[src/rtl/i2c_slave_regfile.sv]
// I2C slave with a small register bank: write-pointer then data, or read from the current pointer.
// Bus inputs are synchronised and glitch-filtered before any edge or START/STOP detection.
module i2c_slave_regfile #(
  parameter logic [6:0]  SLAVE_ADDR = 7'h54,
  parameter int unsigned NUM_REGS   = 4,
  parameter int unsigned FILTER_LEN = 3,
  localparam int unsigned PTR_W     = $clog2(NUM_REGS)
) (
  input  logic                  iClk,
  input  logic                  iRst,
  input  logic                  iSCL,
  input  logic                  iSDA,
  output logic                  oSDA_Oe,
  output logic [NUM_REGS*8-1:0] oRegs,
  output logic                  oWr_Strobe,
  output logic [PTR_W-1:0]      oWr_Index,
  output logic                  oBusy
);

  localparam int unsigned CNT_W = (FILTER_LEN > 1) ? $clog2(FILTER_LEN) : 1;

  typedef enum logic [3:0] {
    StIdle, StAddr, StAddrAck, StPtr, StPtrAck,
    StWdata, StWdataAck, StRdata, StRack, StWaitStop
  } state_e;

  logic [1:0]       scl_s_q, sda_s_q;
  logic [CNT_W-1:0] scl_cnt_q, sda_cnt_q;
  logic             scl_f_q, sda_f_q, scl_p_q, sda_p_q;

  // Bus idles high, so the synchroniser and filter reset to 1 to avoid fake edges.
  always_ff @(posedge iClk or posedge iRst) begin
    if (iRst) begin
      scl_s_q   <= 2'b11;
      sda_s_q   <= 2'b11;
      scl_cnt_q <= '0;
      sda_cnt_q <= '0;
      scl_f_q   <= 1'b1;
      sda_f_q   <= 1'b1;
      scl_p_q   <= 1'b1;
      sda_p_q   <= 1'b1;
    end else begin
      scl_s_q <= {scl_s_q[0], iSCL};
      sda_s_q <= {sda_s_q[0], iSDA};
      if (scl_s_q[1] == scl_f_q) begin
        scl_cnt_q <= '0;
      end else if (scl_cnt_q == CNT_W'(FILTER_LEN - 1)) begin
        scl_f_q   <= scl_s_q[1];
        scl_cnt_q <= '0;
      end else begin
        scl_cnt_q <= scl_cnt_q + 1'b1;
      end
      if (sda_s_q[1] == sda_f_q) begin
        sda_cnt_q <= '0;
      end else if (sda_cnt_q == CNT_W'(FILTER_LEN - 1)) begin
        sda_f_q   <= sda_s_q[1];
        sda_cnt_q <= '0;
      end else begin
        sda_cnt_q <= sda_cnt_q + 1'b1;
      end
      scl_p_q <= scl_f_q;
      sda_p_q <= sda_f_q;
    end
  end

  logic scl_rise, scl_fall, bus_start, bus_stop;
  assign scl_rise  = scl_f_q & ~scl_p_q;
  assign scl_fall  = ~scl_f_q & scl_p_q;
  assign bus_start = scl_f_q & scl_p_q & sda_p_q & ~sda_f_q;
  assign bus_stop  = scl_f_q & scl_p_q & ~sda_p_q & sda_f_q;

  state_e           state_q;
  logic [3:0]       bit_cnt_q;
  logic [7:0]       shift_q;
  logic [PTR_W-1:0] ptr_q, wr_idx_q, ptr_inc;
  logic             rw_q, mnack_q, wr_pend_q, sda_oe_q, wr_stb_q, busy_q;
  logic [7:0]       regs_q [NUM_REGS];
  logic             addr_match, ptr_ok;

  assign ptr_inc    = (ptr_q == PTR_W'(NUM_REGS - 1)) ? '0 : ptr_q + 1'b1;
  assign addr_match = (shift_q[7:1] == SLAVE_ADDR);
  assign ptr_ok     = ({1'b0, shift_q} < 9'(NUM_REGS));

  always_ff @(posedge iClk or posedge iRst) begin
    if (iRst) begin
      state_q   <= StIdle;
      bit_cnt_q <= '0;
      shift_q   <= '0;
      ptr_q     <= '0;
      wr_idx_q  <= '0;
      rw_q      <= 1'b0;
      mnack_q   <= 1'b0;
      wr_pend_q <= 1'b0;
      sda_oe_q  <= 1'b0;
      wr_stb_q  <= 1'b0;
      busy_q    <= 1'b0;
      for (int i = 0; i < int'(NUM_REGS); i++) regs_q[i] <= '0;
    end else begin
      wr_stb_q <= 1'b0;
      // Register write lands one cycle after the 8th data bit is shifted in.
      if (wr_pend_q) begin
        wr_pend_q       <= 1'b0;
        regs_q[ptr_q]   <= shift_q;
        wr_stb_q        <= 1'b1;
        wr_idx_q        <= ptr_q;
        ptr_q           <= ptr_inc;
      end
      if (bus_start) begin
        state_q   <= StAddr;
        bit_cnt_q <= '0;
        sda_oe_q  <= 1'b0;
        busy_q    <= 1'b1;
      end else if (bus_stop) begin
        state_q  <= StIdle;
        sda_oe_q <= 1'b0;
        busy_q   <= 1'b0;
      end else begin
        unique case (state_q)
          StIdle, StWaitStop: ;
          StAddr, StPtr, StWdata: begin
            if (scl_rise && bit_cnt_q < 4'd8) begin
              shift_q   <= {shift_q[6:0], sda_f_q};
              bit_cnt_q <= bit_cnt_q + 1'b1;
              if (state_q == StWdata && bit_cnt_q == 4'd7) wr_pend_q <= 1'b1;
            end else if (scl_fall && bit_cnt_q == 4'd8) begin
              bit_cnt_q <= '0;
              if (state_q == StAddr) begin
                if (addr_match) begin
                  state_q  <= StAddrAck;
                  sda_oe_q <= 1'b1;
                  rw_q     <= shift_q[0];
                end else begin
                  state_q <= StWaitStop;
                  busy_q  <= 1'b0;
                end
              end else if (state_q == StPtr) begin
                if (ptr_ok) begin
                  state_q  <= StPtrAck;
                  sda_oe_q <= 1'b1;
                  ptr_q    <= shift_q[PTR_W-1:0];
                end else begin
                  state_q <= StWaitStop;
                end
              end else begin
                state_q  <= StWdataAck;
                sda_oe_q <= 1'b1;
              end
            end
          end
          StAddrAck: begin
            if (scl_fall) begin
              bit_cnt_q <= '0;
              if (!rw_q) begin
                state_q  <= StPtr;
                sda_oe_q <= 1'b0;
              end else begin
                state_q  <= StRdata;
                shift_q  <= {regs_q[ptr_q][6:0], 1'b0};
                sda_oe_q <= ~regs_q[ptr_q][7];
              end
            end
          end
          StPtrAck, StWdataAck: begin
            if (scl_fall) begin
              state_q   <= StWdata;
              sda_oe_q  <= 1'b0;
              bit_cnt_q <= '0;
            end
          end
          StRdata: begin
            if (scl_rise && bit_cnt_q < 4'd8) begin
              bit_cnt_q <= bit_cnt_q + 1'b1;
            end else if (scl_fall && bit_cnt_q == 4'd8) begin
              state_q   <= StRack;
              sda_oe_q  <= 1'b0;
              bit_cnt_q <= '0;
              ptr_q     <= ptr_inc;
            end else if (scl_fall && bit_cnt_q != 4'd0) begin
              sda_oe_q <= ~shift_q[7];
              shift_q  <= {shift_q[6:0], 1'b0};
            end
          end
          StRack: begin
            if (scl_rise) begin
              mnack_q <= sda_f_q;
            end else if (scl_fall) begin
              if (!mnack_q) begin
                state_q   <= StRdata;
                bit_cnt_q <= '0;
                shift_q   <= {regs_q[ptr_q][6:0], 1'b0};
                sda_oe_q  <= ~regs_q[ptr_q][7];
              end else begin
                state_q <= StWaitStop;
              end
            end
          end
          default: state_q <= StIdle;
        endcase
      end
    end
  end

  for (genvar g = 0; g < int'(NUM_REGS); g++) begin : g_regs
    assign oRegs[8*g +: 8] = regs_q[g];
  end

  assign oSDA_Oe    = sda_oe_q;
  assign oWr_Strobe = wr_stb_q;
  assign oWr_Index  = wr_idx_q;
  assign oBusy      = busy_q;

endmodule
[config.mk]
export PLATFORM = sky130hd
export DESIGN_NAME = i2c_slave_regfile
export DESIGN_NICKNAME = d
export VERILOG_FILES = /design/src/rtl/i2c_slave_regfile.sv
export SDC_FILE = /design/constraint.sdc
export NUM_CORES = 1
export LEC_CHECK = 0
export BUFFER_PORTS_ARGS = -buffer_cell sky130_fd_sc_hd__buf_4
export CAP_MARGIN = 20
export CORE_MARGIN = 4
export CORE_UTILIZATION = 35
export CTS_CLUSTER_DIAMETER = 60
export CTS_CLUSTER_SIZE = 14
export DETAILED_ROUTE_END_ITERATION = 7
export PLACE_DENSITY = 0.52
export SYNTH_ARGS = -nofsm -noshare
export SYNTH_HDL_FRONTEND = slang
export SYNTH_SLANG_ARGS = --single-unit
[constraint.sdc]
create_clock -name iClk -period 2.1 [get_ports iClk]
set_input_delay 0.105 -clock iClk [delete_from_list [all_inputs] [get_ports iClk]]
set_output_delay 0.105 -clock iClk [all_outputs]
set_load 0.02 [all_outputs]
## Word-level counts from Yosys, hierarchy flattened

Cells that the tools add are included.

| cells by class | value |
|---|---|
| mux-type cells | 89 |
| bitwise operators | 19 |
| order comparisons | 4 |
| eq/ne operators | 47 |
| reductions and logical operators | 27 |
| add/subtract/negate cells | 4 |

Operators with widths:

| cell | count |
|---|---|
| $mux W8 | 12 |
| $mux W4 | 23 |
| $ne A4 B4 Y1 const B | 9 |
| $bwmux W32 | 1 |
| $pmux W8 S4 | 1 |
| $mux W1 | 30 |
| $mux W2 | 15 |
| $pmux W4 S6 | 1 |
| $reduce_and A12 Y1 | 2 |
| $eq A4 B3 Y1 const B | 5 |
| $ne A2 B2 Y1 const B | 10 |
| $ne A3 B3 Y1 const B | 6 |
| $bmux W8 S2 | 1 |
| $demux W8 S2 | 1 |
| $reduce_and A7 Y1 | 2 |
| $eq A4 B4 Y1 const B | 3 |
| $pmux W4 S3 | 1 |
| $reduce_bool A4 Y1 | 3 |
| $not A1 Y1 | 11 |
| $ne A5 B5 Y1 const B | 2 |
| $reduce_and A9 Y1 | 1 |
| $reduce_bool A3 Y1 | 3 |
| $eq A4 B2 Y1 const B | 2 |
| $lt A8 B3 Y1 const B | 1 |
| other kinds (26) | 44 |

| storage, ports and cells | value |
|---|---|
| register bits | 70 |
| bits of input ports | 4 |
| output and inout port bits | 37 |

## Logic depth before layout (Yosys ltp)

| logic depth | value |
|---|---|
| depth after elaboration | 11 |
| depth in mapped cells | 8 |
| gate-level depth less buffers | 8 |

## Worst setup path before layout

OpenSTA, ideal clock, no wires.

| path | value |
|---|---|
| path type | register -> register |
| start point | register scl_f_q |
| end point | register shift_q[0] |
| stages on the path, launching flop included | 7 |
| library setup time | 0.125 ns |
| period minus slack after synthesis | 2.110 ns |
| data required time | 1.975 ns |
| slack | -0.010 ns |
| path buffers | 1 |
| arrival | 1.985 ns |
| cell sequence | dfstp_2 -> buf_6 -> or3b_1 -> nand3_1 -> a21oi_1 -> nor4_4 -> mux2_2 |

| between the ends | value |
|---|---|
| word-level cells in the longest chain between the ends | 5 |
| elaborated cells on any way between the ends | 21 |
| classes of those cells | eq/ne (7); bitwise (10); reduce/logical (4) |

Ends and longest elaborated chain:

| what | line | RTL |
|---|---|---|
| start, declared | 29 | `logic scl_f_q, sda_f_q, scl_p_q, sda_p_q;` |
| start signal, assigned | 48 | `scl_f_q <= scl_s_q[1];` |
| $and A1 B1 Y1 or $not A1 Y1 (tied branches) | 69, 70, 68 |  |
| $and A1 B1 Y1, on equally long branches | 70, 68, 69 |  |
| $and A1 B1 Y1, or another cell as far along | 70 | `assign bus_stop = scl_f_q & scl_p_q & ~sda_p_q & sda_f_q;` |
| $not A1 Y1 (no source line) or $ne A2 B2 Y1 (tied branches) | - |  |
| $reduce_and A12 Y1 (no source line) (*) | - |  |
| end signal, assigned | 122 | `shift_q <= {shift_q[6:0], sda_f_q};` |
| end signal, assigned | 158 | `shift_q <= {regs_q[ptr_q][6:0], 1'b0};` |
| end signal, assigned | 180 | `shift_q <= {shift_q[6:0], 1'b0};` |
| end, declared | 74 | `logic [7:0] shift_q;` |

Mark *: on every way between the ends. The rest lies on a longest branch, timed or not.
A chain may end at the register's enable or synchronous reset.

## Final worst setup path

| path | value |
|---|---|
| start point | register scl_f_q |
| end point | register sda_oe_q, in the netlist oSDA_Oe |

| between the ends | value |
|---|---|
| word-level cells in the longest chain between the ends | 8 |
| elaborated cells on any way between the ends | 29 |
| classes of those cells | eq/ne (11); mux (5); bitwise (8); reduce/logical (5) |

Ends and longest elaborated chain:

| what | line | RTL |
|---|---|---|
| $not A1 Y1 | 68 | `assign scl_fall = ~scl_f_q & scl_p_q;` |
| $and A1 B1 Y1 | 68 |  |
| $logic_and A1 B1 Y1 | 125, 173 |  |
| $mux W1 | 173 | `end else if (scl_fall && bit_cnt_q == 4'd8) begin` |
| $mux W1 | 171 | `if (scl_rise && bit_cnt_q < 4'd8) begin` |
| $pmux W1 S5 | 118 | `unique case (state_q)` |
| $mux W1 | 113 | `end else if (bus_stop) begin` |
| $mux W1 | 108 | `if (bus_start) begin` |
| end signal, assigned | 159 | `sda_oe_q <= ~regs_q[ptr_q][7];` |
| end signal, assigned | 179 | `sda_oe_q <= ~shift_q[7];` |
| end signal, assigned | 191 | `sda_oe_q <= ~regs_q[ptr_q][7];` |
| end, declared | 76 | `logic rw_q, mnack_q, wr_pend_q, sda_oe_q, wr_stb_q, busy_q;` |

Parallel ways exist; a longest one is shown, timed or not. The select of a mux whose other input is x is not followed.

==> results_dict.tcl <==
set metrics [dict create \
    status "finished clean" \
    dr.pass1.iters 5 \
    worstPathArrival_ps 2290 \
    critPathSlowestCell "dfstp_2" \
    floorplan.die_area_um2 12010 \
    fill_cells 940 \
    fmax_mhz 496.1 \
    ys_ff_latch 70 \
    worstPathCellList "buf_6 > and4bb_2 > and2_4 > buf_4 > o21bai_1 > a21oi_1 > or4_1 > o21ai_1" \
    io_buffers 40 \
    vias 2709 \
    end_kind "flop" \
    synth_nets 310 \
    clockBufferDepth 2 \
    synth_xor_area_frac 0.007274 \
    drv_slew 0 \
    synth_area_um2 3612 \
    rows 36 \
    synthSimpleGateAreaFrac 0.1386 \
    start_util 0.3645 \
    slew_headroom 0.6359 \
    start_kind "flop" \
    synth_compound_area_frac 0.09560 \
    syn_avg_cell_area_um2 12.04 \
    path_buf_inv 2 \
    fin_cells 526 \
    syn_inst 300 \
    synthFlopType "dfrtp_1" \
    detail_route.wl_per_cell_um 16.99 \
    clk-insertion-delay-late_ps 340 \
    fin_crit_sh 0.9598 \
    hold_violations 0 \
    leakagePower_nw 2.249 \
    first_iter_violations 138 \
    p_per_area_nw_per_um2 943.4 \
    globalplace.congestion 0.9586 \
    cts_inserted_buffers 9 \
    worstMarginPinSlew_ps 544.1 \
    dp_cells 504 \
    clkTransAtPathRegs_ps 80 \
    final.setup.worst_slack_ps 84.40 \
    core_um2 9910 \
    cap_violations 0 \
    crit_fanout 3 \
    setup_viol 0 \
    gr-total-overflow 0 \
    timing.final.crit_period_ps 2016 \
    vdd_drop_max_mv 0.4331 \
    nNetsFinal 398 \
    grtUsageTotal 0.1578 \
    synth-edff-count 0 \
    max_stage_delay_ps 530 \
    skew_ps 12.60 \
    hpwlAfterDp_um 6630 \
    cts-root-buf "clkbuf_8" \
    synth.area.mux_share 0.2241 \
    postPlaceCellArea_um2 4375 \
    yosysUniqueCellTypes 59 \
    postRouteWirelength_um 8939 \
    h-tree-depth 3 \
    cts.sinks 70 \
    design_area_um2 4700 \
    synth_fa_ha_area_frac 0.02078 \
    ys_seq_area_frac 0.4877 \
    pin_count 41 \
    drive_above_1_share 0.4911 \
    cp_top_family "simple AND/OR/NAND/NOR gates" \
    drtAntennaViolNets 0 \
    via_per_inst 5.150 \
    grt_max_degree 28 \
    async_reset_ff_frac 1.000 \
    grt_pass1_vias 2732 \
    required_ps 2370 \
    area_growth_pct 30.10 \
    die_x_um 109.6 \
    grt_pass1_wl_um 14460 \
    pre_cts_slack_ps -123.9 \
    ys.warnings.count 0 \
    dieHeight_um 109.6 \
    cts_tree "yes" \
    hp-class "in2async" \
    worst-setup-path-type "reg2reg" \
    synth_top_family_by_area "multiplexers" \
    grt_antenna_before_repair 0 \
    drcViolationCount 0 \
    diodes 0 \
]
synthesized netlist by cell type, drive strengths merged (3+ instances only):
cell / count / area share
a21o: 3 / 0.0062
a21oi: 12 / 0.018
buf: 8 / 0.014
clkbuf: 4 / 0.0042
dfrtp: 62 / 0.43
dfstp: 8 / 0.058
ha: 6 / 0.021
inv: 8 / 0.0083
mux2: 55 / 0.17
mux4: 8 / 0.050
nand2: 20 / 0.021
nand2b: 4 / 0.0069
nand3: 5 / 0.0069
nand4: 3 / 0.0052
nor2: 17 / 0.020
nor2b: 6 / 0.010
nor3: 4 / 0.0055
nor3b: 4 / 0.0083
o211ai: 3 / 0.0062
o21ai: 16 / 0.025
xnor2: 3 / 0.0073
cells by family after synthesis:
| logic type | count (synthesis) |
|---|---|
| AOI/OAI and AO/OA | 52 |
| DFF | 70 |
| xor gates and xnor gates | 3 |
| muxes | 64 |
| and+or+nand+nor | 85 |
| adders and majority gates | 6 |
| buffers and inverters | 20 |
cell usage in the layout (no fill, tap or decap), types with 4 or more instances in the layout:
| cell type | n |
|---|---|
| a21oi_1 | 9 |
| buf_4 | 81 |
| clkbuf_8 | 9 |
| dfrtp_1 | 61 |
| dfstp_2 | 8 |
| ha_1 | 5 |
| inv_1 | 7 |
| mux2_2 | 55 |
| mux4_2 | 8 |
| nand2_1 | 20 |
| nand2b_1 | 4 |
| nand3_1 | 5 |
| nor2_1 | 15 |
| nor2b_1 | 5 |
| nor3_1 | 4 |
| nor3b_1 | 4 |
| o21ai_0 | 13 |
repair_timing:
| action | 4_1_cts | 5_1_grt |
|---|---|---|
| resized for setup | 1 | 12 |
| buffers inserted | 1 | 2 |
| pin swaps | 1 | 4 |
| setup endpoints to repair | 9 | 15 |
| hold endpoints to repair | 18 | 0 |
| hold buffers | 3 | 0 |
state kept, by name, indices dropped and copies added (netlist names), 2 cells and up:
signal / count
oRegs: 32
bit_cnt_q: 4
scl_cnt_q: 2
shift_q: 8
oWr_Index: 2
state_q: 4
scl_s_q: 2
sda_s_q: 2
sda_cnt_q: 2
ptr_q: 2
where the power goes:
| part | leakage (nW) | switching [mW] | internal [mW] |
|---|---|---|---|
| combinational | 1.20 | 0.791 | 0.731 |
| sequential | 0.939 | 0.159 | 1.54 |
| clock | 0.107 | 0.537 | 0.678 |
| total | 2.25 | 1.49 | 2.95 |
routing by layer:
layer,global-route usage,vias to the layer above,part of all wire
li1,-,1287,-
met1,0.2247,1350,0.48
met2,0.2371,61,0.46
met3,0.02936,11,0.039
met4,0.06233,0,0.017
met5,0,-,0
per-stage QoR:
stage          power, mW  hold WS, ps  utilization  setup TNS (ps)
2_1_floorplan      2.651        109.5            -          -80.47
3_3_place_gp       3.130        133.1       0.4415          -588.2
3_5_place_dp       3.144        144.4       0.4415          -998.2
4_1_cts            4.404        312.7       0.4683               0
5_1_grt            4.708        349.5       0.4742          -3.634
6_report           4.434        318.3       0.4742               0
final cells by class:
class,count,area [um^2],share of cell area
tap,133,166.4,0.03541
multi-input combinational,210,1798,0.3826
timing repair buffer,89,720.7,0.1534
clock inverter,6,93.84,0.01997
inverter,8,30.03,0.006390
clock buffer,10,127.6,0.02716
sequential,70,1763,0.3751
worst min-delay path, cell delays in order:
cell           delay (ps)
dlygate4sd3_1         530
buf_4                 130
inv_2                 330
path summary, 6_finish.rpt:
path	depth (start not counted)	end	from	slack, ps
setup / recovery	8	oSDA_Oe	scl_f_q	80
hold / removal	3	oRegs[27]	iRst	320
setup reg to reg	8	oSDA_Oe	scl_f_q	80
hold reg to reg	0	scl_s_q[1]	scl_s_q[0]	360
max in group asynchronous	4	scl_f_q	iRst	1200
min in group iClk	0	scl_s_q[1]	scl_s_q[0]	360
No activity file was read; power rests on OpenSTA's default activity.
